**src/rtl/sub_serial_if.sv**
```systemverilog
// sub_serial_if: request/operand/result bundle between a requester and the bit-serial subtractor
interface sub_serial_if #(
    parameter int WIDTH = 8
);
    logic             en;
    logic [WIDTH-1:0] a;
    logic [WIDTH-1:0] b;
    logic [WIDTH-1:0] out;
    logic             borrow_out;
    logic             done;
    logic             busy;

    modport master (output en, a, b, input out, borrow_out, done, busy);
    modport slave  (input en, a, b, output out, borrow_out, done, busy);
endinterface

```
**src/rtl/sub_serial.sv**
```systemverilog
// sub_serial: bit-serial a - b, LSB first, one bit per clock, with final borrow flag
module sub_serial #(
    parameter int WIDTH = 8,
    parameter int CW    = 3
) (
    input logic        clk,
    input logic        rst,
    sub_serial_if.slave bus
);
    typedef enum logic [1:0] {IDLE = 2'd0, SUB = 2'd1, DONE = 2'd2} state_t;

    state_t           state_q, state_d;
    logic [WIDTH-1:0] a_q, a_d, b_q, b_d, out_q, out_d;
    logic [CW-1:0]    count_q, count_d;
    logic             borrow_q, borrow_d, borrow_out_q, borrow_out_d;
    logic             diff_bit, borrow_nx;

    assign diff_bit  = a_q[0] ^ b_q[0] ^ borrow_q;
    assign borrow_nx = (~a_q[0] & b_q[0]) | (~(a_q[0] ^ b_q[0]) & borrow_q);

    // Next-state: load on request in IDLE, shift one bit per edge in SUB, wait for en low in DONE
    always_comb begin
        state_d      = state_q;
        a_d          = a_q;
        b_d          = b_q;
        out_d        = out_q;
        count_d      = count_q;
        borrow_d     = borrow_q;
        borrow_out_d = borrow_out_q;
        case (state_q)
            IDLE: if (bus.en) begin
                a_d          = bus.a;
                b_d          = bus.b;
                out_d        = '0;
                count_d      = '0;
                borrow_d     = 1'b0;
                borrow_out_d = 1'b0;
                state_d      = SUB;
            end
            SUB: begin
                out_d    = {diff_bit, out_q[WIDTH-1:1]};
                a_d      = a_q >> 1;
                b_d      = b_q >> 1;
                borrow_d = borrow_nx;
                count_d  = count_q + CW'(1);
                if (count_q == CW'(WIDTH - 1)) begin
                    borrow_out_d = borrow_nx;
                    state_d      = DONE;
                end
            end
            DONE: state_d = bus.en ? DONE : IDLE;
            default: state_d = IDLE;
        endcase
    end

    // State and datapath registers; reset clears any partial result
    always_ff @(posedge clk or negedge rst) begin
        if (!rst) begin
            state_q      <= IDLE;
            a_q          <= '0;
            b_q          <= '0;
            out_q        <= '0;
            count_q      <= '0;
            borrow_q     <= 1'b0;
            borrow_out_q <= 1'b0;
        end else begin
            state_q      <= state_d;
            a_q          <= a_d;
            b_q          <= b_d;
            out_q        <= out_d;
            count_q      <= count_d;
            borrow_q     <= borrow_d;
            borrow_out_q <= borrow_out_d;
        end
    end

    assign bus.out        = out_q;
    assign bus.borrow_out = borrow_out_q;
    assign bus.done       = (state_q == DONE);
    assign bus.busy       = (state_q == SUB);
endmodule

```
**src/flat_wrapper.sv**
```systemverilog
// flat-port wrapper written by rule: the top's interface ports become plain ports
module sub_serial_flat 
#(
    parameter int WIDTH = 8,
    parameter int CW    = 3
)
  (clk, rst, bus_en, bus_a, bus_b, bus_out, bus_borrow_out, bus_done, bus_busy);
  sub_serial_if #(.WIDTH(WIDTH)) bus_i ();
  input logic clk;
  input logic rst;
  input wire logic [$bits(bus_i.en)-1:0] bus_en;
  input wire logic [$bits(bus_i.a)-1:0] bus_a;
  input wire logic [$bits(bus_i.b)-1:0] bus_b;
  output wire logic [$bits(bus_i.out)-1:0] bus_out;
  output wire logic [$bits(bus_i.borrow_out)-1:0] bus_borrow_out;
  output wire logic [$bits(bus_i.done)-1:0] bus_done;
  output wire logic [$bits(bus_i.busy)-1:0] bus_busy;
  assign bus_i.en = bus_en;
  assign bus_i.a = bus_a;
  assign bus_i.b = bus_b;
  assign bus_out = bus_i.out;
  assign bus_borrow_out = bus_i.borrow_out;
  assign bus_done = bus_i.done;
  assign bus_busy = bus_i.busy;
  sub_serial #(.WIDTH(WIDTH), .CW(CW)) u_core (.clk(clk), .rst(rst), .bus(bus_i));
endmodule
```
**config.mk**
```make
export PLATFORM = sky130hd
export DESIGN_NAME = sub_serial_flat
export DESIGN_NICKNAME = d
export VERILOG_FILES = /design/src/rtl/sub_serial_if.sv /design/src/rtl/sub_serial.sv /design/src/flat_wrapper.sv
export SDC_FILE = /design/constraint.sdc
export NUM_CORES = 1
export LEC_CHECK = 0
export ABC_AREA = 1
export CORE_MARGIN = 1.5
export CORE_UTILIZATION = 50
export CTS_BUF_LIST = sky130_fd_sc_hd__clkbuf_2 sky130_fd_sc_hd__clkbuf_4 sky130_fd_sc_hd__clkbuf_8
export DETAILED_ROUTE_END_ITERATION = 6
export PLACE_DENSITY = 0.87
export SLEW_MARGIN = 5
export SYNTH_ARGS = -nofsm -noshare
export SYNTH_HDL_FRONTEND = slang
export SYNTH_SLANG_ARGS = --single-unit
```
**constraint.sdc**
```tcl
create_clock -name clk -period 2.1 [get_ports clk]
set_input_delay 0.21 -clock clk [delete_from_list [all_inputs] [get_ports clk]]
set_output_delay 0.21 -clock clk [all_outputs]
set_load 0.03 [all_outputs]
```
==> impl_metrics.csv, run 1 <==
group,metric,value,unit
placed_design,place_congestion,0.793,
setup_path,cp.arrival,1660,ps
synthesis,netlist_top_cells_count,"nand2_1 (84), nand3_1 (44), dfrtp_1 (31)",
synthesis,syn-cell-area,0.00156,mm2
drt,met3_length,117,um
layout,drive_above_1_share,8.41,%
sta,fmax,534,MHz
synthesis,synth_edf_count,0,
clocking,clk_latency,340,ps
drt,top_layer,"met4",
synthesis,synth_top_area_share,49.6,%
synthesis,yosysTopAreaCell,"dfrtp_1",
drt,drt-vias-per-instance,5.20,
floorplan,core-area,0.00300,mm2
global_routing,grt_max_degree,46,
global_routing,grt_overflow_total,0,
synthesis,synthArstFlopShare,100,%
global_routing,grt_pass1_vias,1224,
pwr,power-per-cell-area,1490,mW/mm2
layout,num_antenna_cells,0,
global_routing,antenna_found_initial,0,
drt,wl_met1,1.40,mm
synthesis,yosys_warnings,0,
placed_design,dp_hpwl,2.01,mm
floorplan,start_util,52.1,%
clocking,post_cts_resize_count,0,
layout,nFillCells,258,
sta,relSlewSlack,74.3,%
drt,totalWireLength,3.12,mm
layout,layout.nets,235,
sta,whs,241,ps
clocking,h-tree-depth,2,
sta,hold_violations,0,
layout,area_growth,21.0,%
drt,final_antenna_net_count,0,
clocking,max-clock-path-buffers,2,
sta,tns,0,ps
pwr,power,2.81,mW
synthesis,yosys_register_bits,31,
clocking,cts_buffers,5,
setup_path,crit_chain,"buf_4 > nand2_8 > inv_2 > buf_4",
synthesis,synthCells,186,
status,status,"complete, no violations",
sta,worst_pin_slew,386,ps
sta,grt_setup_unrepaired,"no",
clocking,cts-root-buf,"clkbuf_4",
floorplan,die_h,58.9,um
drt,first_iter_violations,58,
setup_path,crit_fanout,45,
global_routing,grt_pass1_wl,5.31,mm
flow_run,max_cap_violations,0,
pwr,irDropWorstVdd,750,uV
clocking,post_cts_buffers,0,
floorplan,io_pins,30,
setup_path,timing.rr.start,"u_core.state_q[0]$_DFFE_PN0P_",
sta,layout_worst_path_cycle_share,89.2,%
layout,final_area,0.00189,mm2
floorplan,std_cell_rows,20,
placed_design,postPlaceCellArea,0.00181,mm2
clocking,path_clk_slew,110,ps
synthesis,synth-main-ff-cell,"dfrtp_1",
setup_path,crit_path_frequent_cell,"buf_4",
drt,wl_per_cell,12.6,um
setup_path,critPathCaptureType,"primary output",
drt,drc_errors,0,
drt,firstDrtPassIters,4,
setup_path,crit_required,1890,ps
synthesis,yosysSeqAreaShare,49.6,%
hold_path,hold_class,"in2async",
setup_path,path_class,"reg2out",
setup_path,reg2regPathDepth,5,
setup_path,rr_endpoint,"u_core.count_q[0]$_DFFE_PN0P_",
clocking,cts_tree,"done",
floorplan,die_width,58.9,um
setup_path,rrSetupSlack,710,ps
setup_path,cp_slowest_stage_delay,410,ps
sta,finalSetupViolCount,0,
layout,final_util,63.0,%
pwr,p_leak,0.993,nW
clocking,cts_sinks,31,
sta,fin_skew,14.4,ps
synthesis,syn_avg_cell_area,8.41,um2
clocking,cts_hold_buf,0,
floorplan,die_area,0.00347,mm2
sta,min_period,1870,ps
setup_path,cpLargestDelayFamily,"buffers and inverters",
setup_path,start_kind,"flop",
setup_path,path_buf_inv,3,
drt,dr_wl_met2,1.51,mm
global_routing,grt_util_all_layers,20.6,%
drt,route.vias.total,1284,
setup_path,slowest_stage,"dfrtp_1",
sta,final_max_slew_viol_count,0,
placed_design,io_buffers,29,
synthesis,yosysUniqueCellTypes,16,
synthesis,synth_area_leaders,"dfrtp_1 (50%), nand2_1 (20%), nand3_1 (14%)",
synthesis,syn-num-nets,208,
synthesis,yosysMostFrequentCell,"nand2_1",
-- how the worst max path moves through the flow --
stage                                     to  slack [ps]                     startpoint  cells past startpoint
3_3_place_gp                        bus_done         630  u_core.state_q[1]$_DFFE_PN0P_                      3
4_1_cts                             bus_busy         240  u_core.state_q[0]$_DFFE_PN0P_                      4
3_5_place_dp                        bus_busy         610  u_core.state_q[1]$_DFFE_PN0P_                      4
6_report                            bus_busy         230  u_core.state_q[0]$_DFFE_PN0P_                      4
2_1_floorplan  u_core.bus.out[7]$_DFFE_PN0P_        1010    u_core.borrow_q$_DFFE_PN0P_                      2
5_1_grt                             bus_busy         110  u_core.state_q[0]$_DFFE_PN0P_                      4
-- power breakdown --
part | leakage, nW | internal (mW) | switching [mW]
Combinational | 0.547 | 0.473 | 0.820
Sequential | 0.398 | 0.852 | 0.174
Clock | 0.0482 | 0.281 | 0.211
-- kinds of logic after synthesis --
family	after synthesis	synth area share [%]
AOI/OAI and AO/OA	3	1.20
adders and majority gates	3	2.88
buffers and inverters	15	7.60
DFF	31	49.6
and+or+nand+nor	134	38.7
-- final cells by class --
| type | instances | area, um2 | share of cell area (%) |
|---|---|---|---|
| Tap cell | 33 | 41.3 | 2.18 |
| Timing Repair Buffer | 31 | 303 | 16.0 |
| Clock inverter | 2 | 35.0 | 1.85 |
| Clock buffer | 6 | 51.3 | 2.71 |
| Multi-Input combinational cell | 140 | 669 | 35.4 |
| Inverter | 4 | 17.5 | 0.925 |
| Sequential cell | 31 | 776 | 41.0 |
-- flip-flops by register name (all words and copies together), names as in the netlist --
signal and count:
u_core.bus.borrow_out 1, u_core.bus.out 8, u_core.borrow_q 1, u_core.state_q 2
u_core.a_q 8, u_core.b_q 8, u_core.count_q 3
-- metal layers --
layer / track usage, % / vias up
met4: 9.74 / 0
met3: 5.49 / 8
li1: - / 655
met2: 33.0 / 31
met5: 0 / -
met1: 25.9 / 590
-- through the flow --
step,worst slack (ps),cells
global route,105,247
global placement,629,239
floorplan,1010,186
finish,226,247
detailed placement,613,239
CTS,236,247
-- layout by cell type (no fill, tap or decap), drive strengths merged --
cell type / instances
nand2: 87
nand3: 44
dfrtp: 31
clkdlybuf4s50: 28
clkbuf: 6
inv: 4
buf: 3
nor2: 3
o21ai: 2
ha: 2
a21oi: 1
fa: 1
bufinv: 1
clkinv: 1
No activity file was read; power rests on OpenSTA's default activity.
==> run 2: changes to the inputs <==
--- a/config.mk
+++ b/config.mk
@@ -6,7 +6,6 @@
 export NUM_CORES = 1
 export LEC_CHECK = 0
 export ABC_AREA = 1
-export CORE_MARGIN = 1.5
 export CORE_UTILIZATION = 50
 export CTS_BUF_LIST = sky130_fd_sc_hd__clkbuf_2 sky130_fd_sc_hd__clkbuf_4 sky130_fd_sc_hd__clkbuf_8
 export DETAILED_ROUTE_END_ITERATION = 6
==> run 2 against run 1 <==
Effect of this change: clock skew down 11 ps; register-to-register slack worse by 20 ps; first-iteration DRC count up 34%; wire length down 1.9%; sequential share of layout area up 0.97 points; count of clock-buffer cells in the layout unchanged; die area down 3.4%; combinational power about the same; largest cell class unchanged; largest power group unchanged; highest routed layer unchanged.
==> impl_metrics.csv, run 2 (synthesized netlist as in run 1, its figures left out) <==
group,metric,value,unit
setup_path,startpoint,"u_core.state_q[0]$_DFFE_PN0P_",
setup_path,rrSetupSlack,690,ps
layout,final_area,0.00185,mm2
clocking,post_cts_resize_count,0,
global_routing,grt_overflow_total,0,
drt,totalWireLength,3.06,mm
placed_design,postPlaceCellArea,0.00180,mm2
layout,layout.nets,235,
clocking,post_cts_buffers,0,
global_routing,grtUsageMet3,7.37,%
sta,relSlewSlack,71.0,%
layout,mostFrequentLayoutCell,"nand2_1",
clocking,cts_tree,"done",
drt,wl_per_cell,12.6,um
clocking,path_clk_slew,80,ps
clocking,clk_latency,330,ps
sta,grt_setup_unrepaired,"no",
drt,first_iter_violations,78,
pwr,power-per-cell-area,1420,mW/mm2
sta,tns,0,ps
drt,drt-vias-per-instance,5.44,
global_routing,antenna_found_initial,0,
sta,worst_pin_slew,435,ps
floorplan,die_h,57.9,um
global_routing,grt_max_degree,46,
floorplan,die_width,57.9,um
placed_design,io_buffers,29,
drt,route.vias.total,1323,
clocking,cts_sinks,31,
layout,drive_above_1_share,7.55,%
setup_path,timing.rr.start,"u_core.state_q[1]$_DFFE_PN0P_",
sta,fmax,522,MHz
global_routing,gr-usage-met2,33.0,%
sta,finalSetupViolCount,0,
sta,fin_skew,3.47,ps
clocking,h-tree-depth,2,
placed_design,pre_cts_ws,532,ps
clocking,cts-root-buf,"clkbuf_4",
setup_path,critPathCaptureType,"primary output",
floorplan,start_util,54.8,%
pwr,p_leak,0.972,nW
floorplan,io_pins,30,
setup_path,rr_endpoint,"u_core.count_q[0]$_DFFE_PN0P_",
sta,hold_violations,0,
setup_path,crit_required,1890,ps
drt,final_antenna_net_count,0,
setup_path,worstSetupEndpoint,"bus_done",
floorplan,std_cell_rows,19,
sta,layout_worst_path_cycle_share,91.3,%
drt,drc_errors,0,
layout,final_cell_mix,"nand2_1 (84), nand3_1 (44), dfrtp_1 (31)",
layout,area_growth,18.2,%
setup_path,cp.arrival,1710,ps
clocking,cts_hold_buf,0,
global_routing,busiest_layer,"met2",
pwr,irDropWorstVdd,1040,uV
sta,final_max_slew_viol_count,0,
global_routing,grt_pass1_wl,5.05,mm
global_routing,grt_util_all_layers,20.2,%
floorplan,die_area,0.00336,mm2
status,status,"complete, no violations",
sta,worst_slack,183,ps
clocking,max-clock-path-buffers,2,
placed_design,dp_hpwl,1.96,mm
setup_path,reg2regPathDepth,5,
setup_path,start_kind,"flop",
layout,num_antenna_cells,0,
placed_design,place_congestion,0.760,
hold_path,hold_class,"in2async",
drt,firstDrtPassIters,6,
clocking,cts_buffers,5,
sta,min_period,1920,ps
global_routing,grtUsageMet1,25.2,%
setup_path,path_class,"reg2out",
layout,nFillCells,257,
setup_path,crit_fanout,9,
pwr,power,2.63,mW
floorplan,core-area,0.00285,mm2
flow_run,max_cap_violations,0,
global_routing,grt_pass1_vias,1172,
-- run 2: cell types whose count changed in the layout (fill, tap and decap cells not counted), sizes merged --
cell    before  now
clkinv       1    0
bufinv       1    0
-- run 2: worst min-delay path by stage --
stage                                  startpoint                                end  slack, ps  cells past startpoint
finish                                        rst  u_core.bus.borrow_out$_DFFE_PN0P_        270                      2
global route                                  rst          u_core.a_q[2]$_DFFE_PN0P_        280                      2
CTS                                           rst  u_core.bus.borrow_out$_DFFE_PN0P_        280                      2
detailed placement  u_core.bus.out[6]$_DFFE_PN0P_      u_core.bus.out[5]$_DFFE_PN0P_        490                      2
global placement    u_core.count_q[0]$_DFFE_PN0P_      u_core.count_q[0]$_DFFE_PN0P_        480                      1
floorplan                                     rst          u_core.a_q[0]$_DFFE_PN0P_        -90                      0
-- run 2: where the power goes --
group          switching (mW)  total [mW]  internal, mW
clock network           0.180       0.312         0.132
registers               0.196        1.05         0.852
logic                   0.797        1.27         0.474
total                    1.17        2.63          1.46
-- run 2: cell type report --
type                            count  area [um2]  area share (%)
Sequential cell                    31         776            41.9
Multi-Input combinational cell    140         669            36.2
Timing Repair Buffer               31         303            16.4
Clock buffer                        6        45.0            2.44
Tap cell                           31        38.8            2.10
Inverter                            4        17.5           0.947
-- run 2: routing by layer --
layer	routed length [um]	up-vias
li1	-	650
met1	1320	617
met2	1470	50
met3	228	6
met4	46	0
met5	0	-
-- run 2: worst max-delay path, stage by stage (launching register included) --
cell and delay [ps]:
dfrtp_1 540, nor2_4 170, clkdlybuf4s50_1 670
-- run 2: metrics by stage --
stage / std cells / utilization, % / hold WS (ps)
3_5_place_dp: 237 / 63.2 / 492
6_report: 243 / 64.8 / 269
4_1_cts: 243 / 64.8 / 277
5_1_grt: 243 / 64.8 / 284
3_3_place_gp: 237 / 63.2 / 477
2_1_floorplan: 186 / - / -85.6
==> run 3: changes to the inputs <==
--- a/config.mk
+++ b/config.mk
@@ -8,6 +8,7 @@
 export ABC_AREA = 1
 export CORE_UTILIZATION = 50
 export CTS_BUF_LIST = sky130_fd_sc_hd__clkbuf_2 sky130_fd_sc_hd__clkbuf_4 sky130_fd_sc_hd__clkbuf_8
+export CTS_CLUSTER_SIZE = 8
 export DETAILED_ROUTE_END_ITERATION = 6
 export PLACE_DENSITY = 0.87
 export SLEW_MARGIN = 5
==> results of run 3 <==
The final DEF is identical to that of run 2; final timing and power are the same.
